--- src/rtl/m_mem_access_pkg.sv ---
// Shared definitions for the M-stage memory access unit: DMSel codes,
// access FSM states and byte-enable patterns.
package m_mem_access_pkg;

    localparam logic [2:0] SEL_W  = 3'b000;
    localparam logic [2:0] SEL_HS = 3'b001;
    localparam logic [2:0] SEL_HU = 3'b010;
    localparam logic [2:0] SEL_BS = 3'b011;
    localparam logic [2:0] SEL_BU = 3'b100;

    typedef enum logic [1:0] {
        ST_IDLE = 2'd0,
        ST_BUSY = 2'd1,
        ST_DONE = 2'd2
    } state_e;

    localparam logic [3:0] BE_WORD    = 4'b1111;
    localparam logic [3:0] BE_HALF_LO = 4'b0011;
    localparam logic [3:0] BE_HALF_HI = 4'b1100;
    localparam logic [3:0] BE_BYTE0   = 4'b0001;

    // Reserved codes fall through to word access.
    function automatic logic is_half(input logic [2:0] sel);
        return (sel == SEL_HS) || (sel == SEL_HU);
    endfunction

    function automatic logic is_byte(input logic [2:0] sel);
        return (sel == SEL_BS) || (sel == SEL_BU);
    endfunction

endpackage

--- src/rtl/m_mem_access_lane.sv ---
// Combinational lane steering: byte enables, store-data replication and
// load-data alignment/extension for one access.
module m_mem_access_lane
    import m_mem_access_pkg::*;
(
    input  logic [2:0]  sel,
    input  logic [1:0]  addr_lo,
    input  logic [31:0] wdata,
    input  logic [31:0] rdata,
    output logic [3:0]  be,
    output logic [31:0] wdata_rep,
    output logic [31:0] rdata_ext
);

    logic [31:0] shifted;

    assign shifted = rdata >> {addr_lo, 3'b000};

    always_comb begin
        be        = BE_WORD;
        wdata_rep = wdata;
        rdata_ext = rdata;
        case (sel)
            SEL_HS: begin
                be        = addr_lo[1] ? BE_HALF_HI : BE_HALF_LO;
                wdata_rep = {2{wdata[15:0]}};
                rdata_ext = {{16{shifted[15]}}, shifted[15:0]};
            end
            SEL_HU: begin
                be        = addr_lo[1] ? BE_HALF_HI : BE_HALF_LO;
                wdata_rep = {2{wdata[15:0]}};
                rdata_ext = {16'h0000, shifted[15:0]};
            end
            SEL_BS: begin
                be        = BE_BYTE0 << addr_lo;
                wdata_rep = {4{wdata[7:0]}};
                rdata_ext = {{24{shifted[7]}}, shifted[7:0]};
            end
            SEL_BU: begin
                be        = BE_BYTE0 << addr_lo;
                wdata_rep = {4{wdata[7:0]}};
                rdata_ext = {24'h000000, shifted[7:0]};
            end
            default: begin
                be        = BE_WORD;
                wdata_rep = wdata;
                rdata_ext = rdata;
            end
        endcase
    end

endmodule

--- src/rtl/m_mem_access.sv ---
// M-stage data-memory access unit: issues one req/ack bus transaction per
// aligned load/store, stalls the pipeline meanwhile and ends silent accesses by timeout.
//
// state | meaning
// IDLE  | evaluate M-stage instruction, accept aligned access
// BUSY  | bus_req held, waiting for bus_ack or timeout
// DONE  | result presented for one cycle, pipeline released
module m_mem_access
    import m_mem_access_pkg::*;
#(
    parameter int TIMEOUT = 16
) (
    input  logic        clk,
    input  logic        RESET,
    input  logic        m_valid,
    input  logic        m_dm_we,
    input  logic        m_dm_re,
    input  logic [2:0]  m_dm_sel,
    input  logic [31:0] m_addr,
    input  logic [31:0] m_wdata,
    output logic        m_stall,
    output logic        m_addr_exc,
    output logic [31:0] m_rdata,
    output logic        m_rdata_valid,
    output logic        bus_err,
    output logic        bus_req,
    output logic        bus_we,
    output logic [31:0] bus_addr,
    output logic [3:0]  bus_be,
    output logic [31:0] bus_wdata,
    input  logic        bus_ack,
    input  logic [31:0] bus_rdata
);

    localparam int CNT_W = $clog2(TIMEOUT + 1);

    state_e             state, state_nxt;
    logic [CNT_W-1:0]   cnt;
    logic               err_q;
    logic               we_q;
    logic [2:0]         sel_q;
    logic [31:0]        addr_q;
    logic [3:0]         be_q;
    logic [31:0]        wdata_q;
    logic [31:0]        rdata_q;

    logic               access;
    logic               misaligned;
    logic               accept;
    logic               tmo;
    logic               busy;
    logic [2:0]         lane_sel;
    logic [1:0]         lane_addr;
    logic [3:0]         lane_be;
    logic [31:0]        lane_wdata;
    logic [31:0]        lane_rdata;

    assign access     = m_valid & (m_dm_we | m_dm_re);
    assign misaligned = is_half(m_dm_sel) ? m_addr[0] :
                        is_byte(m_dm_sel) ? 1'b0 : (m_addr[1:0] != 2'b00);
    assign m_addr_exc = access & misaligned;
    assign accept     = access & ~misaligned;
    assign busy       = (state == ST_BUSY);
    assign tmo        = busy & ~bus_ack & (cnt == CNT_W'(TIMEOUT - 1));

    // Lane logic serves the live instruction at accept and the latched one while busy.
    assign lane_sel  = (state == ST_IDLE) ? m_dm_sel    : sel_q;
    assign lane_addr = (state == ST_IDLE) ? m_addr[1:0] : addr_q[1:0];

    m_mem_access_lane u_lane (
        .sel       (lane_sel),
        .addr_lo   (lane_addr),
        .wdata     (m_wdata),
        .rdata     (bus_rdata),
        .be        (lane_be),
        .wdata_rep (lane_wdata),
        .rdata_ext (lane_rdata)
    );

    always_comb begin
        state_nxt = state;
        m_stall   = 1'b0;
        case (state)
            ST_IDLE: begin
                if (accept) begin
                    m_stall   = 1'b1;
                    state_nxt = ST_BUSY;
                end
            end
            ST_BUSY: begin
                m_stall = 1'b1;
                if (bus_ack || tmo) begin
                    state_nxt = ST_DONE;
                end
            end
            ST_DONE: begin
                state_nxt = ST_IDLE;
            end
            default: begin
                state_nxt = ST_IDLE;
            end
        endcase
    end

    always_ff @(posedge clk) begin
        if (!RESET) begin
            state   <= ST_IDLE;
            cnt     <= '0;
            err_q   <= 1'b0;
            we_q    <= 1'b0;
            sel_q   <= SEL_W;
            addr_q  <= '0;
            be_q    <= '0;
            wdata_q <= '0;
            rdata_q <= '0;
        end else begin
            state <= state_nxt;
            case (state)
                ST_IDLE: begin
                    cnt   <= '0;
                    err_q <= 1'b0;
                    if (accept) begin
                        we_q    <= m_dm_we;
                        sel_q   <= m_dm_sel;
                        addr_q  <= m_addr;
                        be_q    <= lane_be;
                        wdata_q <= lane_wdata;
                    end
                end
                ST_BUSY: begin
                    cnt <= cnt + 1'b1;
                    if (bus_ack) begin
                        if (!we_q) rdata_q <= lane_rdata;
                    end else if (tmo) begin
                        err_q <= 1'b1;
                        if (!we_q) rdata_q <= '0;
                    end
                end
                default: begin
                    cnt   <= '0;
                    err_q <= 1'b0;
                end
            endcase
        end
    end

    assign bus_req       = busy;
    assign bus_we        = busy & we_q;
    assign bus_addr      = busy ? {addr_q[31:2], 2'b00} : '0;
    assign bus_be        = busy ? be_q : '0;
    assign bus_wdata     = busy ? wdata_q : '0;
    assign m_rdata       = rdata_q;
    assign m_rdata_valid = (state == ST_DONE);
    assign bus_err       = (state == ST_DONE) & err_q;

endmodule

--- config.mk ---
export PLATFORM = sky130hd
export DESIGN_NAME = m_mem_access
export DESIGN_NICKNAME = d
export VERILOG_FILES = /design/src/rtl/m_mem_access_pkg.sv /design/src/rtl/m_mem_access_lane.sv /design/src/rtl/m_mem_access.sv
export SDC_FILE = /design/constraint.sdc
export NUM_CORES = 1
export LEC_CHECK = 0
export BUFFER_PORTS_ARGS = -buffer_cell sky130_fd_sc_hd__buf_2
export CELL_PAD_IN_SITES_DETAIL_PLACEMENT = 0
export CELL_PAD_IN_SITES_GLOBAL_PLACEMENT = 2
export CORE_ASPECT_RATIO = 0.9
export CORE_MARGIN = 2
export CORE_UTILIZATION = 29
export DETAILED_ROUTE_END_ITERATION = 7
export GPL_TIMING_DRIVEN = 0
export PLACE_DENSITY_LB_ADDON = 0.08
export REMOVE_ABC_BUFFERS = 1
export SYNTH_ARGS = -nofsm -noshare
export SYNTH_HDL_FRONTEND = slang
export SYNTH_SLANG_ARGS = --single-unit
--- constraint.sdc ---
create_clock -name clk -period 6.24 [get_ports clk]
set_input_delay 1.56 -clock clk [delete_from_list [all_inputs] [get_ports clk]]
set_output_delay 1.56 -clock clk [all_outputs]
set_load 0.05 [all_outputs]
### Word-level counts from Yosys, hierarchy flattened

Cells that the tools add are included.

| word-level totals | value |
|---|---|
| bits in registers | 112 |
| input bits | 105 |
| output and inout port bits | 106 |
| logic and storage cells | 69 |

| cells by class | value |
|---|---|
| add/sub/neg operators | 1 |
| equal/unequal tests | 13 |
| shift-type cells | 2 |
| muxes and demuxes | 20 |
| bitwise gates (word level) | 11 |
| reductions and logical operators | 13 |

Operator list:

| operator | number |
|---|---|
| $mux W32 | 6 |
| $pmux W32 S4 | 1 |
| $pmux W32 S2 | 1 |
| $shr A32 B5 Y16 | 1 |
| $eq A3 B2 Y1 const B | 4 |
| $mux W4 | 2 |
| $pmux W4 S2 | 1 |
| $reduce_and A2 Y1 | 4 |
| $and A1 B1 Y1 | 7 |
| $eq A3 B1 Y1 const B | 2 |
| $eq A3 B3 Y1 const B | 2 |
| $mux W2 | 3 |
| $add A5 B1 Y5 const B | 1 |
| $eq A5 B4 Y1 const B | 1 |
| $pmux W2 S2 | 1 |
| $reduce_bool A2 Y1 | 2 |
| $reduce_or A2 Y1 | 2 |
| $shl A1 B2 Y4 const A | 1 |
| $logic_or A1 B1 Y1 | 3 |
| $mux W1 | 3 |
| $mux W3 | 1 |
| $not A1 Y1 | 3 |
| $reduce_and A3 Y1 | 1 |
| $eq A2 B1 Y1 const B | 1 |
| 6 further kinds | 6 |

### Logic depth before layout (Yosys ltp)

| logic depth | value |
|---|---|
| word-level depth | 8 |
| mapped depth | 9 |

### Modules after synthesis

From an unflattened synthesis, not the netlist that was laid out.

| second synthesis, totals | value |
|---|---|
| cells, all modules | 882 |
| area, all modules | 6769.0 sq um |

Modules (own cells, without submodules):

| module | instances | cells an instance | area each (sq um) |
|---|---|---|---|
| m_mem_access | 1 | 583 | 4979.8 |
| m_mem_access_lane | 1 | 299 | 1789.2 |

### Least setup slack after synthesis

OpenSTA, ideal clock, no wires.

| path | value |
|---|---|
| path type | input -> output |
| from | in m_dm_sel[2] |
| to | out m_addr_exc |
| arrival | 3294 ps |
| data required time | 4680 ps |
| path slack | 1386 ps |
| stages on the path | 4 |
| cell sequence | clkbuf_1 > nor3b_1 > or2_2 > nor3_1 |

| between the ends | value |
|---|---|
| word-level cells in the longest chain between the ends | 5 |
| elaborated cells between the ends (all ways) | 9 |

Ends and longest elaborated chain:

| what | line | text |
|---|---|---|
| start, declared | m_mem_access.sv:18 | `input logic [2:0] m_dm_sel,` |
| $eq A3 B2 Y1 or $eq A3 B3 Y1 (tied branches) | m_mem_access_pkg.sv:28 | `return (sel == SEL_BS) \|\| (sel == SEL_BU);` |
| $logic_or A1 B1 Y1 | m_mem_access_pkg.sv:28 |  |
| $mux W1 | m_mem_access.sv:60 | `is_byte(m_dm_sel) ? 1'b0 : (m_addr[1:0] != 2'b00);` |
| $mux W1 * | m_mem_access.sv:59 | `assign misaligned = is_half(m_dm_sel) ? m_addr[0] :` |
| $and A1 B1 Y1 * | m_mem_access.sv:61 | `assign m_addr_exc = access & misaligned;` |
| end, declared | m_mem_access.sv:22 | `output logic m_addr_exc,` |

Every way passes the cells marked *; elsewhere a longest branch is shown, timed or not.

### Final worst setup path

| path | value |
|---|---|
| from | in m_dm_sel[2] |
| to | out m_stall |

| between the ends | value |
|---|---|
| word-level cells in the longest chain between the ends | 8 |
| elaborated cells between the ends (all ways) | 12 |

Ends and longest elaborated chain:

| what | line | text |
|---|---|---|
| $eq A3 B2 Y1 or $eq A3 B3 Y1 (tied branches) | m_mem_access_pkg.sv:28 |  |
| $logic_or A1 B1 Y1 | m_mem_access_pkg.sv:28 |  |
| $mux W1 | m_mem_access.sv:60 |  |
| $mux W1 * | m_mem_access.sv:59 |  |
| $not A1 Y1 * | m_mem_access.sv:62 | `assign accept = access & ~misaligned;` |
| $and A1 B1 Y1 * | m_mem_access.sv:62 |  |
| $mux W1 * | m_mem_access.sv:85 | `if (accept) begin` |
| $pmux W1 S2 * | m_mem_access.sv:83 | `case (state)` |
| end, declared | m_mem_access.sv:21 | `output logic m_stall,` |

Marked as above.

==> flow_summary.ini <==
[critical_path]
critPathSlowestCell = o21ai_4
crit_chain = buf_2 -> nor3b_1 -> or2_2 -> o21ai_4 -> nand2_1 -> buf_2
crit_arrival_ps = 3210
rrSetupSlack_ps = 3050
critPathKind = in2out
cp-start-kind = input pin
end_kind = primary output
worst-path-max-fanout = 20
critPathTopFamily = simple AND/OR/NAND/NOR gates
crit_top_cell = buf_2
required_ps = 4680
cpPeakStageDelay_ps = 620
rr_startpoint = state[1]
critPathBufInv = 2
rr_endpoint = m_rdata[11]
reg2reg_depth = 5

[clock_network]
postCtsSetupBuffers = 0
clock-sinks = 112
cts-root-buf = clkbuf_16
h-tree-depth = 3
cts_buffers = 9
clkTransAtPathRegs_ps = 80
max-clock-path-buffers = 2
cts_resized = 0
hold_buffers = 0
cts_tree = built
clock_latency_ps = 360

[floorplan]
fp.dieArea_mm2 = 0.0209
num_io_pins = 211
core_mm2 = 0.0193
rows = 48
dieHeight_um = 137
die_x_um = 152
initial_utilization_pct = 29.8

[cells_and_area]
diodes = 0
num-fill-cells = 2073
layout.nets = 997
drive_gt1_share_pct = 30.6
fin_cells = 1145
final_area_mm2 = 0.00726
syn_to_final_growth_pct = 26.6

[logic_synthesis]
yosysWarningCount = 0
syn_avg_cell_area_um2 = 7.96
synth_cell_types = 60
postSynthCellCount = 721
async_flop_share_pct = 0
synthFlopType = dfxtp_1
ys_seq_elements = 112
synth-edff-count = 0
yosysSeqAreaShare_pct = 39.1
netlist_area_mm2 = 0.00574

[worst_hold_path]
worstHoldPathType = reg2reg
whs_path_depth = 2
hp-start = wdata_q[3]
min_to = wdata_q[3]

[timing]
final_max_slew_viol_count = 0
fmaxAchievable_ghz = 0.210
hold_viol = 0
worst_pin_slew_ps = 1270
setup_tns_ps = 0
whs_ps = 451
rsz0062_at_grt = false
relSlewSlack_pct = 14.9
setup_violations = 0
fin_crit_sh_pct = 76.4
period_needed_ps = 4770
finClkSkew_ps = 8.51

[place]
dp_cells = 1128
dpl.hpwl_um = 13900
place_congestion = 0.757
place_area_mm2 = 0.00693
io_buffers = 208

[power_and_ir_drop]
powerDensity_mw_per_mm2 = 240
ir_drop_v = 0.000135
finalPower_w = 0.00174
total_leakage_power_nw = 3.19

[routing]
drt-pass1-iter-count = 5
ant_nets = 0
drtIter0Drc = 320
drt-total-wl_um = 19700
vias = 5763
post_drt_wl_per_cell_um = 17.2
viasPerCell = 5.03
remaining_drc_errors = 0

[grt]
grt_pass1_vias = 5556
grt_overflow_total = 0
grt_start_max_net_pins = 60
antenna_found_initial = 0
grt_pass1_wl_um = 30700
grt_usage_pct = 18.5

[run_status]
outcome = completed

[flow_run]
cap_violations = 0
flip-flops by register name (all words and copies together), names as in the netlist:
name	flops
addr_q	32
be_q	4
cnt	5
err_q	1
m_rdata	32
sel_q	3
state	2
wdata_q	32
we_q	1
worst min-delay path: stages (launching register included):
cell and delay (ps):
dfxtp_1 310, nand2_1 50, a21oi_1 50
cells by family (layout without fill, tap and decap cells):
family	after synthesis	after routing	share of synthesized area, %
XOR/XNOR	2	2	0.305
buffers and inverters	71	244	5.67
AND/OR/NAND/NOR	296	296	25.0
AO/OA/AOI/OAI	214	214	25.2
multiplexers	23	23	4.27
adder cells (fa/ha/maj)	2	2	0.436
flip-flops	112	112	39.1
other	1	2	0.0653
power by group:
part	internal [W]	leakage, nW	switching [W]
clock	0.000318	0.145	0.000292
combinational	0.000122	2.13	0.000241
sequential	0.000751	0.912	0.0000197
worst max path at each step:
stage                 from      end  slack, ps  cells after the start
2_1_floorplan  m_dm_sel[2]  m_stall       1180                      4
3_3_place_gp   m_dm_sel[2]  m_stall        330                      6
3_5_place_dp   m_dm_sel[2]  m_stall       1470                      6
4_1_cts        m_dm_sel[2]  m_stall       1460                      6
5_1_grt        m_dm_sel[2]  m_stall       1380                      6
6_report       m_dm_sel[2]  m_stall       1470                      6
cell usage in the layout, fill, tap and decap left out, types with 3 or more instances in the layout:
cell       instances
o211ai_1           8
mux2_2            12
nor3_1             3
mux2i_1           11
o2111ai_1          3
a222oi_1           8
and2_1            75
o21ai_0           40
inv_1             13
nand2_1          142
nor4b_1            3
o22ai_1            9
or3_1              5
a311oi_1           8
o31ai_2           10
dfxtp_1          112
a21oi_1           74
buf_2            208
o31ai_1            7
a221oi_1           8
buf_12             3
a31oi_1           18
nor2_1            36
nand2b_1           5
and3_1             3
nand4_1            4
nand3_1            6
clkbuf_16          9
o221a_2            4
through the flow:
stage               worst slack [ps]  util [%]
CTS                             1460      37.5
global placement                 328      35.4
detailed placement              1470      36.0
global route                    1380      37.7
floorplan                       1180         -
finish                          1470      37.7
Yosys cell counts (9+ instances only):
| cell type | count | share of area [%] |
|---|---|---|
| nand2_1 | 142 | 9.3 |
| dfxtp_1 | 112 | 39 |
| and2_1 | 75 | 8.2 |
| a21oi_1 | 74 | 6.5 |
| o21ai_0 | 40 | 3.5 |
| nor2_1 | 36 | 2.4 |
| clkbuf_1 | 35 | 2.3 |
| a31oi_1 | 18 | 2.0 |
| inv_1 | 14 | 0.92 |
| mux2_2 | 12 | 2.4 |
| buf_2 | 11 | 0.96 |
| mux2i_1 | 11 | 1.9 |
| o31ai_2 | 10 | 2.2 |
| o22ai_1 | 9 | 0.98 |
routing by layer:
metal	track usage [%]	part of all wire, %	vias to the layer above
met5	0	0	-
met4	4.57	1.0	0
met3	3.93	5.7	16
met2	31.4	47	154
met1	24.2	46	2729
li1	-	-	2864
area by class of cell:
type / count / area [um2] / area share [%]
Inverter: 15 / 57.6 / 0.792
Clock buffer: 10 / 229 / 3.15
Multi-Input combinational cell: 539 / 3190 / 43.9
Tap cell: 250 / 313 / 4.31
Clock inverter: 6 / 75.1 / 1.03
Timing Repair Buffer: 213 / 1160 / 15.9
Sequential cell: 112 / 2240 / 30.9
No activity file was read; power rests on OpenSTA's default activity.
